## src/rtl/alarm_ctrl_pkg.sv

```systemverilog
// Shared types and default timing constants for the alarm sequencer.
package alarm_ctrl_pkg;

    typedef enum logic [1:0] {
        DISARMED = 2'd0,
        ARMED    = 2'd1,
        RINGING  = 2'd2,
        SNOOZED  = 2'd3
    } alarm_state_t;

    localparam int unsigned RING_SEC_DEF   = 32'd60;
    localparam int unsigned SNOOZE_SEC_DEF = 32'd300;
    localparam int unsigned SNOOZE_MAX_DEF = 32'd3;

endpackage

```

## src/rtl/alarm_ctrl_if.sv

```systemverilog
// Button/tick/comparator inputs and buzzer/status outputs of the alarm sequencer.
interface alarm_ctrl_if #(
    parameter int unsigned SNOOZE_MAX = alarm_ctrl_pkg::SNOOZE_MAX_DEF
);
    localparam int unsigned SCW = $clog2(SNOOZE_MAX + 1);

    logic           sec_tick;
    logic           equal;
    logic           arm;
    logic           disarm;
    logic           stop;
    logic           snooze;
    logic           cmp_enable;
    logic           buzzer;
    logic           ringing;
    logic           snoozing;
    logic           missed;
    logic [SCW-1:0] snooze_cnt;

    modport master (
        output sec_tick, equal, arm, disarm, stop, snooze,
        input  cmp_enable, buzzer, ringing, snoozing, missed, snooze_cnt
    );

    modport slave (
        input  sec_tick, equal, arm, disarm, stop, snooze,
        output cmp_enable, buzzer, ringing, snoozing, missed, snooze_cnt
    );

endinterface

```

## src/rtl/alarm_ctrl_sec_down_cnt.sv

```systemverilog
// Loadable, tick-enabled, saturating seconds down counter; expire_o marks the tick that leaves 1.
module sec_down_cnt
    import alarm_ctrl_pkg::*;
#(
    parameter int unsigned W = 8
) (
    input  logic         clk,
    input  logic         rst,
    input  logic         load_i,
    input  logic [W-1:0] load_val_i,
    input  logic         tick_i,
    output logic         expire_o
);

    logic [W-1:0] cnt_q;
    logic [W-1:0] cnt_d;

    // Load wins over tick; the count sticks at zero instead of wrapping.
    always_comb begin
        cnt_d = cnt_q;
        if (load_i) begin
            cnt_d = load_val_i;
        end else if (tick_i && (cnt_q != {W{1'b0}})) begin
            cnt_d = cnt_q - W'(1);
        end else begin
            cnt_d = cnt_q;
        end
    end

    // Count register.
    always_ff @(posedge clk) begin
        if (rst) begin
            cnt_q <= {W{1'b0}};
        end else begin
            cnt_q <= cnt_d;
        end
    end

    assign expire_o = tick_i && (cnt_q == W'(1));

endmodule

```

## src/rtl/alarm_ctrl.sv

```systemverilog
// Alarm sequencer: enables the time comparator and turns its match level into
// a ring / snooze / timeout cycle driving the buzzer.
module alarm_ctrl
    import alarm_ctrl_pkg::*;
#(
    parameter int unsigned RING_SEC   = RING_SEC_DEF,
    parameter int unsigned SNOOZE_SEC = SNOOZE_SEC_DEF,
    parameter int unsigned SNOOZE_MAX = SNOOZE_MAX_DEF
) (
    input  logic        mclk,
    input  logic        rst,
    alarm_ctrl_if.slave bus
);

    localparam int unsigned RCW = $clog2(RING_SEC + 1);
    localparam int unsigned ZCW = $clog2(SNOOZE_SEC + 1);
    localparam int unsigned SCW = $clog2(SNOOZE_MAX + 1);

    alarm_state_t   state_q, state_d;
    logic           equal_d_q;
    logic           beep_q, beep_d;
    logic           missed_q, missed_d;
    logic [SCW-1:0] snooze_cnt_q, snooze_cnt_d;

    logic equal_rise;
    logic snooze_ok;
    logic ring_load;
    logic snz_load;
    logic ring_expire;
    logic snz_expire;

    assign equal_rise = bus.equal & ~equal_d_q;
    assign snooze_ok  = bus.snooze && (snooze_cnt_q < SCW'(SNOOZE_MAX));

    sec_down_cnt #(.W(RCW)) u_ring_tmr (
        .clk        (mclk),
        .rst        (rst),
        .load_i     (ring_load),
        .load_val_i (RCW'(RING_SEC)),
        .tick_i     (bus.sec_tick && (state_q == RINGING)),
        .expire_o   (ring_expire)
    );

    sec_down_cnt #(.W(ZCW)) u_snz_tmr (
        .clk        (mclk),
        .rst        (rst),
        .load_i     (snz_load),
        .load_val_i (ZCW'(SNOOZE_SEC)),
        .tick_i     (bus.sec_tick && (state_q == SNOOZED)),
        .expire_o   (snz_expire)
    );

    // Next state; a command only outranks an event when it acts in the current state.
    always_comb begin
        state_d      = state_q;
        beep_d       = beep_q;
        missed_d     = missed_q;
        snooze_cnt_d = snooze_cnt_q;
        ring_load    = 1'b0;
        snz_load     = 1'b0;
        if (bus.disarm) begin
            state_d = DISARMED;
        end else begin
            case (state_q)
                DISARMED: begin
                    if (bus.arm) begin
                        state_d  = ARMED;
                        missed_d = 1'b0;
                    end else begin
                        state_d = DISARMED;
                    end
                end
                ARMED: begin
                    if (equal_rise) begin
                        state_d      = RINGING;
                        ring_load    = 1'b1;
                        snooze_cnt_d = {SCW{1'b0}};
                        beep_d       = 1'b1;
                    end else begin
                        state_d = ARMED;
                    end
                end
                RINGING: begin
                    if (bus.stop) begin
                        state_d = ARMED;
                    end else if (snooze_ok) begin
                        state_d      = SNOOZED;
                        snz_load     = 1'b1;
                        snooze_cnt_d = snooze_cnt_q + SCW'(1);
                    end else if (ring_expire) begin
                        state_d  = ARMED;
                        missed_d = 1'b1;
                    end else if (bus.sec_tick) begin
                        beep_d = ~beep_q;
                    end else begin
                        beep_d = beep_q;
                    end
                end
                SNOOZED: begin
                    if (bus.stop) begin
                        state_d = ARMED;
                    end else if (snz_expire) begin
                        state_d   = RINGING;
                        ring_load = 1'b1;
                        beep_d    = 1'b1;
                    end else begin
                        state_d = SNOOZED;
                    end
                end
                default: begin
                    state_d = DISARMED;
                end
            endcase
        end
    end

    // State and status registers.
    always_ff @(posedge mclk) begin
        if (rst) begin
            state_q      <= DISARMED;
            equal_d_q    <= 1'b0;
            beep_q       <= 1'b0;
            missed_q     <= 1'b0;
            snooze_cnt_q <= {SCW{1'b0}};
        end else begin
            state_q      <= state_d;
            equal_d_q    <= bus.equal;
            beep_q       <= beep_d;
            missed_q     <= missed_d;
            snooze_cnt_q <= snooze_cnt_d;
        end
    end

    assign bus.cmp_enable = (state_q != DISARMED);
    assign bus.ringing    = (state_q == RINGING);
    assign bus.snoozing   = (state_q == SNOOZED);
    assign bus.buzzer     = (state_q == RINGING) && beep_q;
    assign bus.missed     = missed_q;
    assign bus.snooze_cnt = snooze_cnt_q;

endmodule

```

## src/flat_wrapper.sv

```systemverilog
// flat-port wrapper written by rule: the top's interface ports become plain ports
module alarm_ctrl_flat import alarm_ctrl_pkg::*;
#(
    parameter int unsigned RING_SEC   = RING_SEC_DEF,
    parameter int unsigned SNOOZE_SEC = SNOOZE_SEC_DEF,
    parameter int unsigned SNOOZE_MAX = SNOOZE_MAX_DEF
)
  (mclk, rst, bus_sec_tick, bus_equal, bus_arm, bus_disarm, bus_stop, bus_snooze, bus_cmp_enable, bus_buzzer, bus_ringing, bus_snoozing, bus_missed, bus_snooze_cnt);
  alarm_ctrl_if #(.SNOOZE_MAX(SNOOZE_MAX)) bus_i ();
  input  logic mclk;
  input  logic rst;
  input wire logic [$bits(bus_i.sec_tick)-1:0] bus_sec_tick;
  input wire logic [$bits(bus_i.equal)-1:0] bus_equal;
  input wire logic [$bits(bus_i.arm)-1:0] bus_arm;
  input wire logic [$bits(bus_i.disarm)-1:0] bus_disarm;
  input wire logic [$bits(bus_i.stop)-1:0] bus_stop;
  input wire logic [$bits(bus_i.snooze)-1:0] bus_snooze;
  output wire logic [$bits(bus_i.cmp_enable)-1:0] bus_cmp_enable;
  output wire logic [$bits(bus_i.buzzer)-1:0] bus_buzzer;
  output wire logic [$bits(bus_i.ringing)-1:0] bus_ringing;
  output wire logic [$bits(bus_i.snoozing)-1:0] bus_snoozing;
  output wire logic [$bits(bus_i.missed)-1:0] bus_missed;
  output wire logic [$bits(bus_i.snooze_cnt)-1:0] bus_snooze_cnt;
  assign bus_i.sec_tick = bus_sec_tick;
  assign bus_i.equal = bus_equal;
  assign bus_i.arm = bus_arm;
  assign bus_i.disarm = bus_disarm;
  assign bus_i.stop = bus_stop;
  assign bus_i.snooze = bus_snooze;
  assign bus_cmp_enable = bus_i.cmp_enable;
  assign bus_buzzer = bus_i.buzzer;
  assign bus_ringing = bus_i.ringing;
  assign bus_snoozing = bus_i.snoozing;
  assign bus_missed = bus_i.missed;
  assign bus_snooze_cnt = bus_i.snooze_cnt;
  alarm_ctrl #(.RING_SEC(RING_SEC), .SNOOZE_SEC(SNOOZE_SEC), .SNOOZE_MAX(SNOOZE_MAX)) u_core (.mclk(mclk), .rst(rst), .bus(bus_i));
endmodule
```

## config.mk

```make
export PLATFORM = sky130hd
export DESIGN_NAME = alarm_ctrl_flat
export DESIGN_NICKNAME = d
export VERILOG_FILES = /design/src/rtl/alarm_ctrl_pkg.sv /design/src/rtl/alarm_ctrl_if.sv /design/src/rtl/alarm_ctrl_sec_down_cnt.sv /design/src/rtl/alarm_ctrl.sv /design/src/flat_wrapper.sv
export SDC_FILE = /design/constraint.sdc
export NUM_CORES = 1
export LEC_CHECK = 0
export ABC_AREA = 1
export BUFFER_PORTS_ARGS = -buffer_cell sky130_fd_sc_hd__buf_2
export CORE_AREA = 4 4 79 66
export CTS_BUF_LIST = sky130_fd_sc_hd__clkbuf_4
export CTS_CLUSTER_DIAMETER = 120
export DETAILED_ROUTE_END_ITERATION = 12
export DIE_AREA = 0 0 83 70
export HOLD_SLACK_MARGIN = 0.06
export SLEW_MARGIN = 20
export SYNTH_ARGS = -nofsm -noshare
export SYNTH_HDL_FRONTEND = slang
export SYNTH_SLANG_ARGS = --single-unit
```

## constraint.sdc

```tcl
create_clock -name mclk -period 2.28 [get_ports mclk]
set_input_delay 0.684 -clock mclk [delete_from_list [all_inputs] [get_ports mclk]]
set_output_delay 0.684 -clock mclk [all_outputs]
set_load 0.005 [all_outputs]
```

==> results.json, run 1 <==
{
  "status": "finished, final reports clean",
  "intPower_uw": 588,
  "critPathMaxStageDelay_ns": 0.36,
  "mostFrequentLayoutCells": "50 x nand2_1, 30 x inv_1, 24 x nor2_1",
  "avgSynthCellArea_um2": 6.64,
  "clock_latency_ns": 0.32,
  "clockBufferDepth": 2,
  "synth_area_leaders": "dfxtp_1 31%, nand2_1 13%, ha_1 9.6%, inv_1 7.9%, nand3_1 7.0%",
  "synth_top_flop_cell": "dfxtp_1",
  "startpoint_type": "register",
  "dpl_cell_area_um2": 1580,
  "vias_per_cell": 4.54,
  "synth_edf_count": 0,
  "synth-seq-cells": 22,
  "period_share": 0.907,
  "crit_top_cell": "inv_1",
  "worstPathMaxFanout": 8,
  "crit_family": "flip-flops",
  "finalSetupTns_ns": 0,
  "die-area_um2": 5810,
  "num_vias": 1331,
  "ff_latch_area_um2": 440,
  "synth_warnings": 0,
  "num_rows": 22,
  "finalHoldViolations": 0,
  "cts-buffers-inserted": 3,
  "die_h_um": 70,
  "max-slew-margin-rel": 0.654,
  "boundaryPins": 15,
  "drc_errors": 0,
  "pwr-share-comb": 0.070,
  "port_buffers": 14,
  "cts.sinks": 22,
  "skew_ns": 0.0159,
  "die_w_um": 83,
  "dp_hpwl_um": 2400,
  "cts-root-buf": "clkbuf_4",
  "final_area_um2": 1630,
  "max-vdd-ir-drop_mv": 0.302,
  "wl_um": 3100,
  "tightest_slew_ns": 0.519,
  "clkPwrFrac": 0.408,
  "power_density_nw_per_um2": 464,
  "wl_per_cell_um": 10.6,
  "yosysTopAreaCell": "dfxtp_1",
  "ys_async_sr_fraction": 0,
  "post-cts-setup-buffers": 0,
  "fmax_mhz": 484,
  "grt_max_degree": 14,
  "drive_gt1_frac": 0.133,
  "path_buf_inv": 3,
  "antenna_found_initial": 0,
  "cts_tree": "done",
  "rsz0062_at_grt": "no",
  "final_common_cell": "nand2_1",
  "slowest_stage": "dfxtp_1",
  "synth_top_area_frac": 0.307,
  "maxSlewViolCount": 0,
  "ctsHoldBuffers": 0,
  "core-area_um2": 4460,
  "ys_seq_area_frac": 0.307,
  "static-leakage-power_nw": 0.839,
  "gp_congestion": 0.901,
  "min_period_ns": 2.07,
  "hp-class": "reg -> reg",
  "drt-initial-drc-count": 62,
  "grt_pass1_vias": 1201,
  "nNetsFinal": 253,
  "syn_inst": 216,
  "dr.pass1.iters": 4,
  "critPathKind": "reg -> out",
  "ctsResizeCount": 0,
  "syn_to_final_growth_pct": 13.5,
  "grt_overflow": 0,
  "arrival_ns": 1.38,
  "crit_required_ns": 1.60,
  "antenna_cells": 0,
  "htreeDepth": 1,
  "nFillCells": 491,
  "power_switching_share": 0.222,
  "path_clk_slew_ns": 0.14,
  "grt_use_total": 0.109,
  "crit_chain": "inv_1 -> ha_1 -> nand2_1 -> inv_1 -> buf_2",
  "synth_area_um2": 1430,
  "final_antenna_net_count": 0,
  "switchingPower_uw": 168,
  "syn_nets": 235,
  "initial_core_util": 0.322,
  "maxCapViolations": 0,
  "grt_pass1_wl_um": 5330,
  "setup_viol": 0,
  "p_seq_frac": 0.521,
  "multi_input_area_um2": 866,
  "ys_types": 26,
  "crit_path_end_kind": "primary output"
}
[power groups by stage]
stage | registers, mW | logic (mW) | clock network [mW]
2_1_floorplan | 0.402 | 0.0343 | 0
3_3_place_gp | 0.402 | 0.0528 | 0
3_5_place_dp | 0.402 | 0.0532 | 0
5_1_grt | 0.395 | 0.0604 | 0.333
6_report | 0.394 | 0.0532 | 0.309
4_1_cts | 0.394 | 0.0533 | 0.319
[flip-flops by register name, indices dropped and copies added (netlist names)]
register                 cells
u_core.beep_q                1
u_core.bus.missed            1
u_core.bus.snooze_cnt        2
u_core.equal_d_q             1
u_core.state_q               2
u_core.u_ring_tmr.cnt_q      6
u_core.u_snz_tmr.cnt_q       9
[routing by layer]
| metal | GRT usage | share of wire |
|---|---|---|
| met5 | 0 | 0 |
| met1 | 0.148 | 0.54 |
| met2 | 0.167 | 0.42 |
| met4 | 0.0309 | 0.0087 |
| met3 | 0.0307 | 0.027 |
[through the flow]
| stage | power [mW] | worst slack [ns] | hold WS, ns | std cells | util |
|---|---|---|---|---|---|
| finish | 0.756 | 0.213 | 0.502 | 293 | 0.365 |
| global route | 0.788 | 0.0871 | 0.531 | 293 | 0.365 |
| CTS | 0.766 | 0.199 | 0.506 | 293 | 0.365 |
| detailed placement | 0.455 | 0.574 | 0.478 | 289 | 0.353 |
| global placement | 0.455 | 0.594 | 0.479 | 289 | 0.353 |
| floorplan | 0.436 | 0.758 | 0.452 | 216 | - |
[tightest hold or removal path: stages (launching register included)]
cell and delay [ns]:
dfxtp_1 0.36, nand2_1 0.07, a21oi_1 0.05
[kinds of logic (layout without fill, tap and decap cells)]
kind of cell | Yosys count | after routing | synth area share
flip-flops | 22 | 22 | 0.307
AND/OR/NAND/NOR | 114 | 114 | 0.360
XOR/XNOR | 7 | 7 | 0.0428
buffers and inverters | 34 | 51 | 0.0890
AO/OA/AOI/OAI | 28 | 28 | 0.106
adder cells (fa/ha/maj) | 11 | 11 | 0.0960
[cell usage after synthesis, types with 2 or more instances]
cell      instances
a21oi_1          19
dfxtp_1          22
ha_1             11
inv_1            30
inv_2             2
nand2_1          50
nand2_2           2
nand3_1          20
nand4_1           6
nor2_1           24
nor2_2            4
nor3_1            2
o211ai_1          2
o21ai_0           5
xnor2_1           4
xor2_1            3
[final cells by class]
cell class / count / area share
Clock buffer: 3 / 0.0138
Clock inverter: 1 / 0.0184
Inverter: 33 / 0.0761
Multi-Input combinational cell: 160 / 0.532
Sequential cell: 22 / 0.271
Tap cell: 60 / 0.0461
Timing Repair Buffer: 14 / 0.0430
[final timing paths]
| path | start | end | slack [ns] | cells past startpoint |
|---|---|---|---|---|
| min reg2reg | u_core.u_snz_tmr.cnt_q[7] | u_core.u_snz_tmr.cnt_q[7] | 0.50 | 2 |
| max reg2reg | u_core.state_q[0] | u_core.state_q[1] | 0.54 | 8 |
| min | u_core.u_snz_tmr.cnt_q[7] | u_core.u_snz_tmr.cnt_q[7] | 0.50 | 2 |
| max | u_core.state_q[0] | bus_buzzer | 0.21 | 5 |
Power figures use the tool's default switching activity.
==> run 2, diff against run 1 <==
--- a/config.mk
+++ b/config.mk
@@ -7,12 +7,13 @@
 export LEC_CHECK = 0
 export ABC_AREA = 1
 export BUFFER_PORTS_ARGS = -buffer_cell sky130_fd_sc_hd__buf_2
-export CORE_AREA = 4 4 79 66
+export CORE_AREA = 4 4 58 50
 export CTS_BUF_LIST = sky130_fd_sc_hd__clkbuf_4
 export CTS_CLUSTER_DIAMETER = 120
 export DETAILED_ROUTE_END_ITERATION = 12
-export DIE_AREA = 0 0 83 70
+export DIE_AREA = 0 0 62 54
 export HOLD_SLACK_MARGIN = 0.06
+export PLACE_DENSITY = 0.83
 export SLEW_MARGIN = 20
 export SYNTH_ARGS = -nofsm -noshare
 export SYNTH_HDL_FRONTEND = slang
==> run 2 against run 1 <==
Net effect: final cell count is 11% lower; critical path depth stayed put; worst hold slack got worse by 0.0041 ns; clock-buffer cell count unchanged; global-route usage is 10 points higher; combinational power is essentially flat; sequential share of layout area is 1.2 points higher; routed wire length shrank 3.8%; first-iteration DRC count grew 50%; sequential power is essentially flat; non-clock buffer count stayed put; clock skew fell by 0.0079 ns; largest cell class unchanged; highest routed layer unchanged.
==> results.json, run 2 (synthesized netlist as in run 1, its figures left out) <==
{
  "status": "finished, final reports clean",
  "nNetsFinal": 253,
  "setup_viol": 0,
  "wl_um": 2980,
  "path_buf_inv": 3,
  "cts_tree": "done",
  "startpoint_type": "register",
  "ctsHoldBuffers": 0,
  "dr_wl_met2_um": 1280,
  "max-vdd-ir-drop_mv": 0.435,
  "dp_cells": 256,
  "antenna_cells": 0,
  "hp-class": "reg -> reg",
  "critPathMaxStageDelay_ns": 0.36,
  "worst_slack_ns": 0.187,
  "maxSlewViolCount": 0,
  "min_period_ns": 2.09,
  "syn_to_final_growth_pct": 8.81,
  "fin_cells": 260,
  "boundaryPins": 15,
  "slowest_stage": "dfxtp_1",
  "ctsResizeCount": 0,
  "antenna_found_initial": 0,
  "dr.pass1.iters": 4,
  "crit_top_cell": "inv_1",
  "largest-register": "u_core.u_snz_tmr.cnt_q",
  "crit_path_end_kind": "primary output",
  "drive_gt1_frac": 0.129,
  "dp_slack_ns": 0.576,
  "fin_hold_ws_ns": 0.498,
  "tightest_slew_ns": 0.505,
  "port_buffers": 14,
  "finalSetupTns_ns": 0,
  "crit_chain": "inv_1 -> ha_1 -> nand2_1 -> inv_1 -> buf_2",
  "wl_met3_um": 175,
  "rr_endpoint": "u_core.u_snz_tmr.cnt_q[3]",
  "skew_ns": 0.00802,
  "worstReg2RegStart": "u_core.state_q[0]",
  "rsz0062_at_grt": "no",
  "num_rows": 16,
  "fmax_mhz": 478,
  "dp_hpwl_um": 2290,
  "grt_use_total": 0.212,
  "largest_reg_flops": 9,
  "drc_errors": 0,
  "min_from": "u_core.bus.snooze_cnt[1]",
  "final_common_cell": "nand2_1",
  "grt_pass1_vias": 1265,
  "clockBufferDepth": 2,
  "htreeDepth": 1,
  "largest_registers": "u_core.u_snz_tmr.cnt_q (9), u_core.u_ring_tmr.cnt_q (6)",
  "hold_path_depth": 2,
  "die-area_um2": 3350,
  "rrSetupSlack_ns": 0.55,
  "post-cts-setup-buffers": 0,
  "power_density_nw_per_um2": 410,
  "cts.sinks": 22,
  "mostFrequentLayoutCells": "50 x nand2_1, 30 x inv_1, 24 x nor2_1",
  "vias_per_cell": 5.13,
  "wl_per_cell_um": 11.5,
  "static-leakage-power_nw": 0.827,
  "hold_end": "u_core.bus.snooze_cnt[1]",
  "grt_pass1_wl_um": 5310,
  "critPathKind": "reg -> out",
  "initial_core_util": 0.612,
  "m1WireLength_um": 1490,
  "crit_family": "flip-flops",
  "core-area_um2": 2340,
  "finalHoldViolations": 0,
  "cts-buffers-inserted": 3,
  "final_antenna_net_count": 0,
  "num_vias": 1334,
  "gp_congestion": 0.904,
  "maxCapViolations": 0,
  "highest_layer": "met4",
  "max-slew-margin-rel": 0.664,
  "drt-initial-drc-count": 93,
  "period_share": 0.918,
  "grt_max_degree": 13,
  "worstPathMaxFanout": 8,
  "arrival_ns": 1.41,
  "die_h_um": 54,
  "die_w_um": 62,
  "crit_required_ns": 1.60,
  "clock_latency_ns": 0.32,
  "nFillCells": 217,
  "path_clk_slew_ns": 0.13,
  "grt_overflow": 0,
  "cts-root-buf": "clkbuf_4",
  "ff2ff_path_depth": 9
}
[run 2: worst min-delay path: cells and delay by family, from the launching register on]
kind               cells  cell delay, ns
DFF                    1            0.35
and+or+nand+nor        1            0.06
AOI/OAI and AO/OA      1            0.05
[run 2: worst max-delay path by stage]
stage | startpoint | endpoint | slack, ns | depth (start not counted)
2_1_floorplan | u_core.state_q[0] | bus_buzzer | 0.76 | 4
3_3_place_gp | u_core.state_q[0] | bus_buzzer | 0.63 | 5
3_5_place_dp | u_core.state_q[0] | bus_buzzer | 0.58 | 5
4_1_cts | u_core.state_q[0] | bus_buzzer | 0.19 | 5
5_1_grt | u_core.state_q[0] | bus_buzzer | 0.03 | 5
6_report | u_core.state_q[0] | bus_buzzer | 0.19 | 5
[run 2: final cells by class]
type                       instances  area (um2)  area share
clock buffer                       3        22.5      0.0144
clock inverter                     1        3.75     0.00241
inverter                          33         124      0.0794
multi-input combinational        160         866       0.555
sequential                        22         440       0.282
tap                               27        33.8      0.0217
timing repair buffer              14        70.1      0.0449
[run 2: metrics by stage]
stage          area (um2)  total power, mW   util
3_5_place_dp         1530            0.455  0.655
6_report             1560            0.639  0.666
3_3_place_gp         1530            0.454  0.655
5_1_grt              1560            0.670  0.666
2_1_floorplan        1430            0.436      -
4_1_cts              1560            0.646  0.666
[run 2: report_power, final]
group	internal (mW)	leakage [nW]	total [mW]	switching, mW
registers	0.390	0.178	0.393	0.00363
clock network	0.0641	0.0154	0.193	0.128
logic	0.0201	0.634	0.0532	0.0332
[run 2: metal layers]
layer	track usage	vias to the layer above
met4	0.0495	0
met3	0.0600	4
met2	0.324	29
met1	0.293	577
met5	0	-
li1	-	724
